$ cat config.mk
export PLATFORM = sky130hd
export DESIGN_NAME = ysyx_22040386_ifu_fetch
export DESIGN_NICKNAME = d
export VERILOG_FILES = /design/src/rtl/ysyx_22040386_pkg.sv /design/src/rtl/ysyx_22040386_ifu_lane_sel.sv /design/src/rtl/ysyx_22040386_ifu_fetch.sv
export SDC_FILE = /design/constraint.sdc
export NUM_CORES = 1
export LEC_CHECK = 0
export ABC_AREA = 1
export ABC_CLOCK_PERIOD_IN_PS = 2000
export CAP_MARGIN = 15
export CORE_UTILIZATION = 35
export CTS_CLUSTER_DIAMETER = 80
export DETAILED_ROUTE_END_ITERATION = 8
export PLACE_DENSITY = 0.7
export SETUP_SLACK_MARGIN = 0.02
export SLEW_MARGIN = 10
export SYNTH_ARGS = -nofsm -noshare
export SYNTH_HDL_FRONTEND = slang
export SYNTH_HIERARCHICAL = 1
export SYNTH_SLANG_ARGS = --single-unit
$ cat constraint.sdc
create_clock -name i_IFU_clk -period 2 [get_ports i_IFU_clk]
set_clock_uncertainty 0.15 [all_clocks]
set_input_delay 0.4 -clock i_IFU_clk [delete_from_list [all_inputs] [get_ports i_IFU_clk]]
set_output_delay 0.4 -clock i_IFU_clk [all_outputs]
set_load 0.03 [all_outputs]
$ cat src/rtl/ysyx_22040386_pkg.sv
// Shared FSM encoding, bus response codes and reset defaults for the ysyx_22040386 IFU.
package ysyx_22040386_pkg;

  localparam logic [1:0] ST_IDLE = 2'd0;
  localparam logic [1:0] ST_REQ  = 2'd1;
  localparam logic [1:0] ST_WAIT = 2'd2;
  localparam logic [1:0] ST_HOLD = 2'd3;

  localparam logic [1:0]  RESP_OKAY        = 2'b00;
  localparam logic [63:0] DEFAULT_RESET_PC = 64'h0000_0000_8000_0000;
  localparam int unsigned INST_W           = 32;

  // Width of the lane index for a MEM_DW-wide beat; kept >= 1 so ports never collapse.
  function automatic int unsigned lane_sel_w(input int unsigned mem_dw);
    return (mem_dw > INST_W) ? $clog2(mem_dw / INST_W) : 1;
  endfunction

endpackage

$ cat src/rtl/ysyx_22040386_ifu_lane_sel.sv
// Picks the 32-bit instruction lane out of a MEM_DW-wide read beat (lane 0 = bits 31:0).
module ysyx_22040386_ifu_lane_sel
  import ysyx_22040386_pkg::*;
#(
  parameter int unsigned MEM_DW = 64
) (
  input  logic [MEM_DW-1:0]               data,
  input  logic [lane_sel_w(MEM_DW)-1:0]   lane,
  output logic [INST_W-1:0]               inst_c
);

  localparam int unsigned LANES = MEM_DW / INST_W;

  logic [LANES-1:0][INST_W-1:0] words;

  assign words = data;

  generate
    if (LANES == 1) begin : g_single
      logic unused_lane;
      assign unused_lane = ^lane;
      assign inst_c      = words[0];
    end else begin : g_multi
      assign inst_c = words[lane];
    end
  endgenerate

endmodule

$ cat src/rtl/ysyx_22040386_ifu_fetch.sv
// Instruction fetch unit: owns the PC, fetches over an AR/R bus and hands instructions to the IDU.
// Optional fetch-fault reporting is enabled by defining YSYX_22040386_IFU_FAULT_EN.
module ysyx_22040386_ifu_fetch
  import ysyx_22040386_pkg::*;
#(
  parameter int unsigned XLEN     = 64,
  parameter int unsigned MEM_DW   = 64,
  parameter logic [63:0] RESET_PC = DEFAULT_RESET_PC
) (
  input  logic              i_IFU_clk,
  input  logic              i_IFU_rst,
  input  logic              i_IFU_redirect,
  input  logic [XLEN-1:0]   i_IFU_dnpc,
  output logic              o_IFU_arvalid,
  input  logic              i_IFU_arready,
  output logic [XLEN-1:0]   o_IFU_araddr,
  input  logic              i_IFU_rvalid,
  output logic              o_IFU_rready,
  input  logic [MEM_DW-1:0] i_IFU_rdata,
  input  logic [1:0]        i_IFU_rresp,
  output logic              o_IFU_valid,
  input  logic              i_IFU_ready,
  output logic [XLEN-1:0]   o_IFU_pc,
  output logic [31:0]       o_IFU_inst,
  output logic              o_IFU_fault
);

  localparam int unsigned     SEL_W  = lane_sel_w(MEM_DW);
  localparam logic [XLEN-1:0] PC_RST = XLEN'(RESET_PC);

  logic [1:0]        state_q, state_n;
  logic [XLEN-1:0]   pc_q, pc_n;
  logic              drop_q, drop_n;
  logic [31:0]       inst_q, inst_n;
  logic              fault_q, fault_n;
  logic [31:0]       lane_inst_c;
  logic              misaligned_c;
  logic              resp_fault_c;
  logic              ar_hs_c;

`ifdef YSYX_22040386_IFU_FAULT_EN
  assign misaligned_c = (pc_q[1:0] != 2'b00);
  assign resp_fault_c = (i_IFU_rresp != RESP_OKAY);
`else
  logic unused_rresp;
  assign unused_rresp = ^i_IFU_rresp;
  assign misaligned_c = 1'b0;
  assign resp_fault_c = 1'b0;
`endif

  ysyx_22040386_ifu_lane_sel #(
    .MEM_DW (MEM_DW)
  ) u_lane_sel (
    .data   (i_IFU_rdata),
    .lane   (pc_q[SEL_W+1:2]),
    .inst_c (lane_inst_c)
  );

  // A misaligned PC never reaches the bus when fault reporting is enabled.
  assign o_IFU_arvalid = (state_q == ST_REQ) && !misaligned_c;
  assign o_IFU_rready  = (state_q == ST_WAIT);
  assign o_IFU_valid   = (state_q == ST_HOLD);
  assign o_IFU_araddr  = pc_q;
  assign o_IFU_pc      = pc_q;
  assign o_IFU_inst    = inst_q;
  assign o_IFU_fault   = (state_q == ST_HOLD) && fault_q;

  assign ar_hs_c = o_IFU_arvalid && i_IFU_arready;

  // Next-state logic; a redirect always retargets the PC, and any response
  // belonging to the old stream is discarded via drop.
  always_comb begin
    state_n = state_q;
    pc_n    = pc_q;
    drop_n  = drop_q;
    inst_n  = inst_q;
    fault_n = fault_q;
    case (state_q)
      ST_IDLE: begin
        state_n = ST_REQ;
        if (i_IFU_redirect) pc_n = i_IFU_dnpc;
      end
      ST_REQ: begin
        if (i_IFU_redirect) begin
          pc_n = i_IFU_dnpc;
          if (ar_hs_c) begin
            drop_n  = 1'b1;
            state_n = ST_WAIT;
          end
        end else if (misaligned_c) begin
          inst_n  = '0;
          fault_n = 1'b1;
          state_n = ST_HOLD;
        end else if (ar_hs_c) begin
          state_n = ST_WAIT;
        end
      end
      ST_WAIT: begin
        if (i_IFU_redirect) pc_n = i_IFU_dnpc;
        if (i_IFU_rvalid) begin
          if (drop_q || i_IFU_redirect) begin
            drop_n  = 1'b0;
            state_n = ST_REQ;
          end else begin
            inst_n  = lane_inst_c;
            fault_n = resp_fault_c;
            state_n = ST_HOLD;
          end
        end else if (i_IFU_redirect) begin
          drop_n = 1'b1;
        end
      end
      ST_HOLD: begin
        if (i_IFU_redirect) begin
          pc_n    = i_IFU_dnpc;
          state_n = ST_REQ;
        end else if (i_IFU_ready) begin
          pc_n    = pc_q + XLEN'(4);
          state_n = ST_REQ;
        end
      end
      default: state_n = ST_IDLE;
    endcase
  end

  always_ff @(posedge i_IFU_clk) begin
    if (i_IFU_rst) begin
      state_q <= ST_IDLE;
      pc_q    <= PC_RST;
      drop_q  <= 1'b0;
      inst_q  <= '0;
      fault_q <= 1'b0;
    end else begin
      state_q <= state_n;
      pc_q    <= pc_n;
      drop_q  <= drop_n;
      inst_q  <= inst_n;
      fault_q <= fault_n;
    end
  end

endmodule
# == After elaboration in Yosys (flattened, before gate mapping) ==
# Cells that the tools add are included.
# op_classes
add_sub_neg,1
mux,18
bitwise_logic,1
n_lt_le_gt_ge,1
n_mul,0
reduce_logical,9
shifts,0
eq_ne,10
div,0
# ops
op,n
$mux 64,3
$pmux 64 s2,1
$add 64x3->64 const B,1
$mux 32,2
$mux 2,5
$pmux 2 s4,1
$ne 3x2->1 const B,2
$reduce_and 3->1,2
$mux 1,5
$reduce_and 5->1,1
$eq 2x2->1 const B,2
$ne 2x1->1 const B,2
$ne 2x2->1 const B,2
$ne 3x3->1 const B,1
$reduce_or 3->1,1
$eq 2x1->1 const B,1
$logic_not 2->1,1
$lt 1x2->1 const B,1
$pmux 1 s2,1
$reduce_and 2->1,1
$reduce_bool 2->1,1
$logic_and 1x1->1,1
$logic_or 1x1->1,1
$not 1->1,1
# word_totals
reg_bits,99
ramBits,0
memories,0
output_inout_bits,164
input_bits,136
romBits,0
latchBits,0

# == Depth between registers and ports, before layout ==
# depth
word_depth,5
mapped_depth,12
depth_no_buf,12

# == Cells and area by module ==
# The synthesis kept the hierarchy.
# by_module_without_submodules
mod,area_each_um2,n_inst,cells_per_inst
ysyx_22040386_ifu_fetch,6975.4,1,1156
ysyx_22040386_ifu_lane_sel,491.7,1,104

# == Worst setup path before layout ==
# OpenSTA, ideal clock, no wires.
# synth_timing
path_type,register to register
start,register pc_q[2] (netlist: o_IFU_araddr[2])
end,register pc_q[40] (netlist: o_IFU_araddr[40])
setup_slack_ns,-0.162
setup_ns,0.109
required_time_ns,1.741
path_stages_with_launch,13
period_less_slack_ns,2.162
t_arrival_ns,1.903
path_cell_list,dfxtp_1 ha_1 nand2_2 nor2_4 nand2_2 nor2_2 nand2_1 inv_1 nand2_1 a21oi_1 o21ai_1 nand2_1 inv_1
# synth_via
elab_chain_cells,4
# synth_rtl
element,line,rtl
"start, declared",ysyx_22040386_ifu_fetch.sv:32,"logic [XLEN-1:0] pc_q, pc_n;"
"start signal, assigned",ysyx_22040386_ifu_fetch.sv:135,pc_q <= pc_n;
$add 64x3->64,ysyx_22040386_ifu_fetch.sv:118,pc_n = pc_q + XLEN'(4);
$mux 64,ysyx_22040386_ifu_fetch.sv:117,end else if (i_IFU_ready) begin
$mux 64,ysyx_22040386_ifu_fetch.sv:114,if (i_IFU_redirect) begin
$pmux 64 s2,ysyx_22040386_ifu_fetch.sv:78,case (state_q)
# Every way passes these cells. The select of a mux whose other input is x is not followed.
# A chain may end at the register's enable or synchronous reset.

# == Final worst setup path ==
# layout_timing
start,register pc_q[59] (netlist: o_IFU_araddr[59])
end,output o_IFU_pc[59]
# layout_lines
element,line,rtl
"end, declared",ysyx_22040386_ifu_fetch.sv:23,"output logic [XLEN-1:0] o_IFU_pc,"
# No word-level cell between the ends.

==> metrics.cfg <==
[cells_and_area]
final_util_pct = 54.39
insertedDiodeCount = 0
layout-drive-gt1-share_pct = 15.34
syn_to_final_growth_pct = 52.65
fin_cells = 1853
nNetsFinal = 1713

[critical_path]
cpLargestDelayFamily = buffers and inverters
cpPeakStageDelay_ns = 0.68
critPathMaxFanout = 3
required_ns = 1.45
cp_slowest_cell = clkdlybuf4s50_1
cp-startpoint = o_IFU_araddr[59]
crit_arrival_ns = 1.39
endpoint_kind = output port
cp-start-kind = flop
crit_buf_inv = 1
worstReg2RegStart = o_IFU_araddr[3]
crit_type = reg -> out
crit_chain = clkdlybuf4s50_1

[synth]
synth-simple-area-share_pct = 39.33
synth_top_family_by_area = simple AND/OR/NAND/NOR gates
yosys.area.top_type = dfxtp_1
syn_area_um2 = 7467
synth_warnings = 6
synthArstFlopShare_pct = 0
synth_top_area_share_pct = 26.54
syn_nets = 1400
synth_cell_types = 44
synthCells = 1260
synth_area_leaders = dfxtp_1, nand2_1, nor2_1
synth-xor-area-share_pct = 0.3519
ys_seq_area_share_pct = 26.54
ys_ff_latch = 99
synth-compound-area-share_pct = 15.42
yosys_most_used_dff = dfxtp_1
synth_enable_flop_cells = 0
yosys.area_share.adder_pct = 0.6702
syn_area_per_cell_um2 = 5.926
synth.area.mux_share_pct = 0

[die]
ios = 300
die-width_um = 148.1
fp.dieArea_um2 = 21920
core.rowCount = 53
coreArea_um2 = 20960
initial_utilization_pct = 35.63
die_h_um = 148.1

[global_routing]
grt_max_degree = 50
grt_overflow = 0
grt_usage_pct = 26.63
grt_pass1_vias = 8646
grt_pass1_wl_mm = 45.37
antenna_found_initial = 0

[place]
preCtsSetupSlack_ns = -0.1554
io_buffer_count = 296
dpl.cell_count = 1833
post-dp-hpwl_mm = 23.48
finalWeightedCongestion = 0.9545

[timing]
hold_violations = 0
finalCritPeriodShare_pct = 97.07
fin_crit_ns = 1.941
fmax_ghz = 0.5151
report.final.slew_viol_count = 0
setup_viol = 0
rsz0062_at_grt = yes
tns_ns = 0
setup_slack_ns = 0.05867

[routing]
wl_met3_mm = 2.176
wl_met2_mm = 14.40
ant_nets = 0
top_layer_used = met4
drc = 0
dr.pass1.iters = 5
drt_iter0_markers = 440
wl_per_cell_um = 15.86
vias = 9173
wirelength_mm = 29.38
routed_via_density = 4.950
wl_met1_mm = 12.03

[clocking]
cts_tree = yes
h-tree-depth = 3
root_buffer = clkbuf_16
cts_hold_buf = 0
clockBufferDepth = 2
clk_latency_ns = 0.36
path_clk_slew_ns = 0.07
numCtsBuffers = 9
clock-sinks = 99

[power]
finalPower_mw = 6.711
intPower_mw = 4.333
switching_share_pct = 35.44
clockPowerShare_pct = 31.4
power_density_nw_per_um2 = 588.8
power.switching_mw = 2.379
leakagePower_nw = 5.427
p_seq_share_pct = 34.9
pwr-share-comb_pct = 33.8
vdd_drop_max_uv = 399.5

[min_path]
hp-class = reg -> reg
min_from = drop_q

[outcome]
status = completed

[job]
maxCapViolCount = 0

==> metrics by stage <==
step                      cell area, µm²  hold slack [ns]
after floorplan                     7470           0.2876
after global placement             10980           0.3128
after detailed placement           10980           0.3184
after CTS                          11180           0.3336
after global routing               11400           0.3717
final                              11400           0.3318
==> cells in the final DEF, fill, tap and decap left out, types with 3 or more instances in the layout <==
cell type,synthesis,final
a21oi_1,65,64
buf_12,1,9
buf_4,67,111
bufinv_16,0,3
clkbuf_16,0,9
clkdlybuf4s50_1,0,162
clkinv_4,1,3
dfxtp_1,99,83
dfxtp_2,0,14
dlygate4sd2_1,0,120
dlymetal6s2s_1,0,7
inv_1,136,135
inv_2,6,7
nand2_1,327,321
nand2_2,21,25
nand2_4,1,3
nand3_1,74,73
nand3b_1,4,4
nand4_1,14,14
nor2_1,216,198
nor2_2,6,17
nor2_4,6,13
nor3_1,12,9
nor3_2,1,3
o211ai_1,8,8
o21ai_0,102,101
o21ai_1,6,7
o221a_2,3,3
o221ai_1,15,15
==> layer usage <==
metal	global-route usage, %	vias up
met1	31.02	4197
met3	6.012	45
met5	0	-
li1	-	4567
met2	47.21	364
met4	10.15	0
==> cell families (layout without fill, tap and decap cells) <==
logic type | after synthesis | count (layout)
other | 1 | 1
AO/OA/AOI/OAI | 207 | 207
buffers and inverters | 256 | 574
AND/OR/NAND/NOR | 690 | 690
adder cells (fa/ha/maj) | 4 | 4
flip-flops | 99 | 99
XOR/XNOR | 3 | 3
==> worst paths after layout <==
kind                      end  slack, ns  cells after the start
min                    drop_q       0.33                      2
max reg2reg  o_IFU_araddr[52]       0.12                     13
min reg2reg            drop_q       0.33                      2
max              o_IFU_pc[59]       0.06                      1
==> Yosys cell counts (8+ instances only) <==
library cell	n
nand2_1	327
nor2_1	216
inv_1	136
o21ai_0	102
dfxtp_1	99
nand3_1	74
buf_4	67
a21oi_1	65
clkbuf_1	26
nand2_2	21
o221ai_1	15
nand4_1	14
nor3_1	12
buf_2	11
o211ai_1	8
==> state kept, by name, indices dropped and copies added (netlist names) <==
register / count
state_q: 2
o_IFU_inst: 32
o_IFU_araddr: 64
drop_q: 1
==> power groups by stage <==
stage | Combinational (mW) | Sequential, mW | Clock (mW)
after detailed placement | 2.41 | 2.37 | 0
after CTS | 2.26 | 2.33 | 2.14
after global placement | 2.38 | 2.37 | 0
after floorplan | 1.07 | 2.65 | 0
after global routing | 2.45 | 2.36 | 2.22
final | 2.27 | 2.34 | 2.11
==> area by class of cell <==
class / instances / area [µm²]
fillers: 2169 / 9557
multi-input cells: 905 / 4325
well taps: 275 / 344.1
clock inverters: 6 / 112.6
inverters: 144 / 553.0
flip-flops and latches: 99 / 2007
repair buffers: 414 / 3817
clock buffers: 10 / 239.0
==> timing repair <==
action	in CTS	in global routing
pin swaps	0	8
setup endpoints to repair	131	43
gates resized for setup	128	68
cloned	0	0
buffers inserted	0	4
No activity file was read; power rests on OpenSTA's default activity.
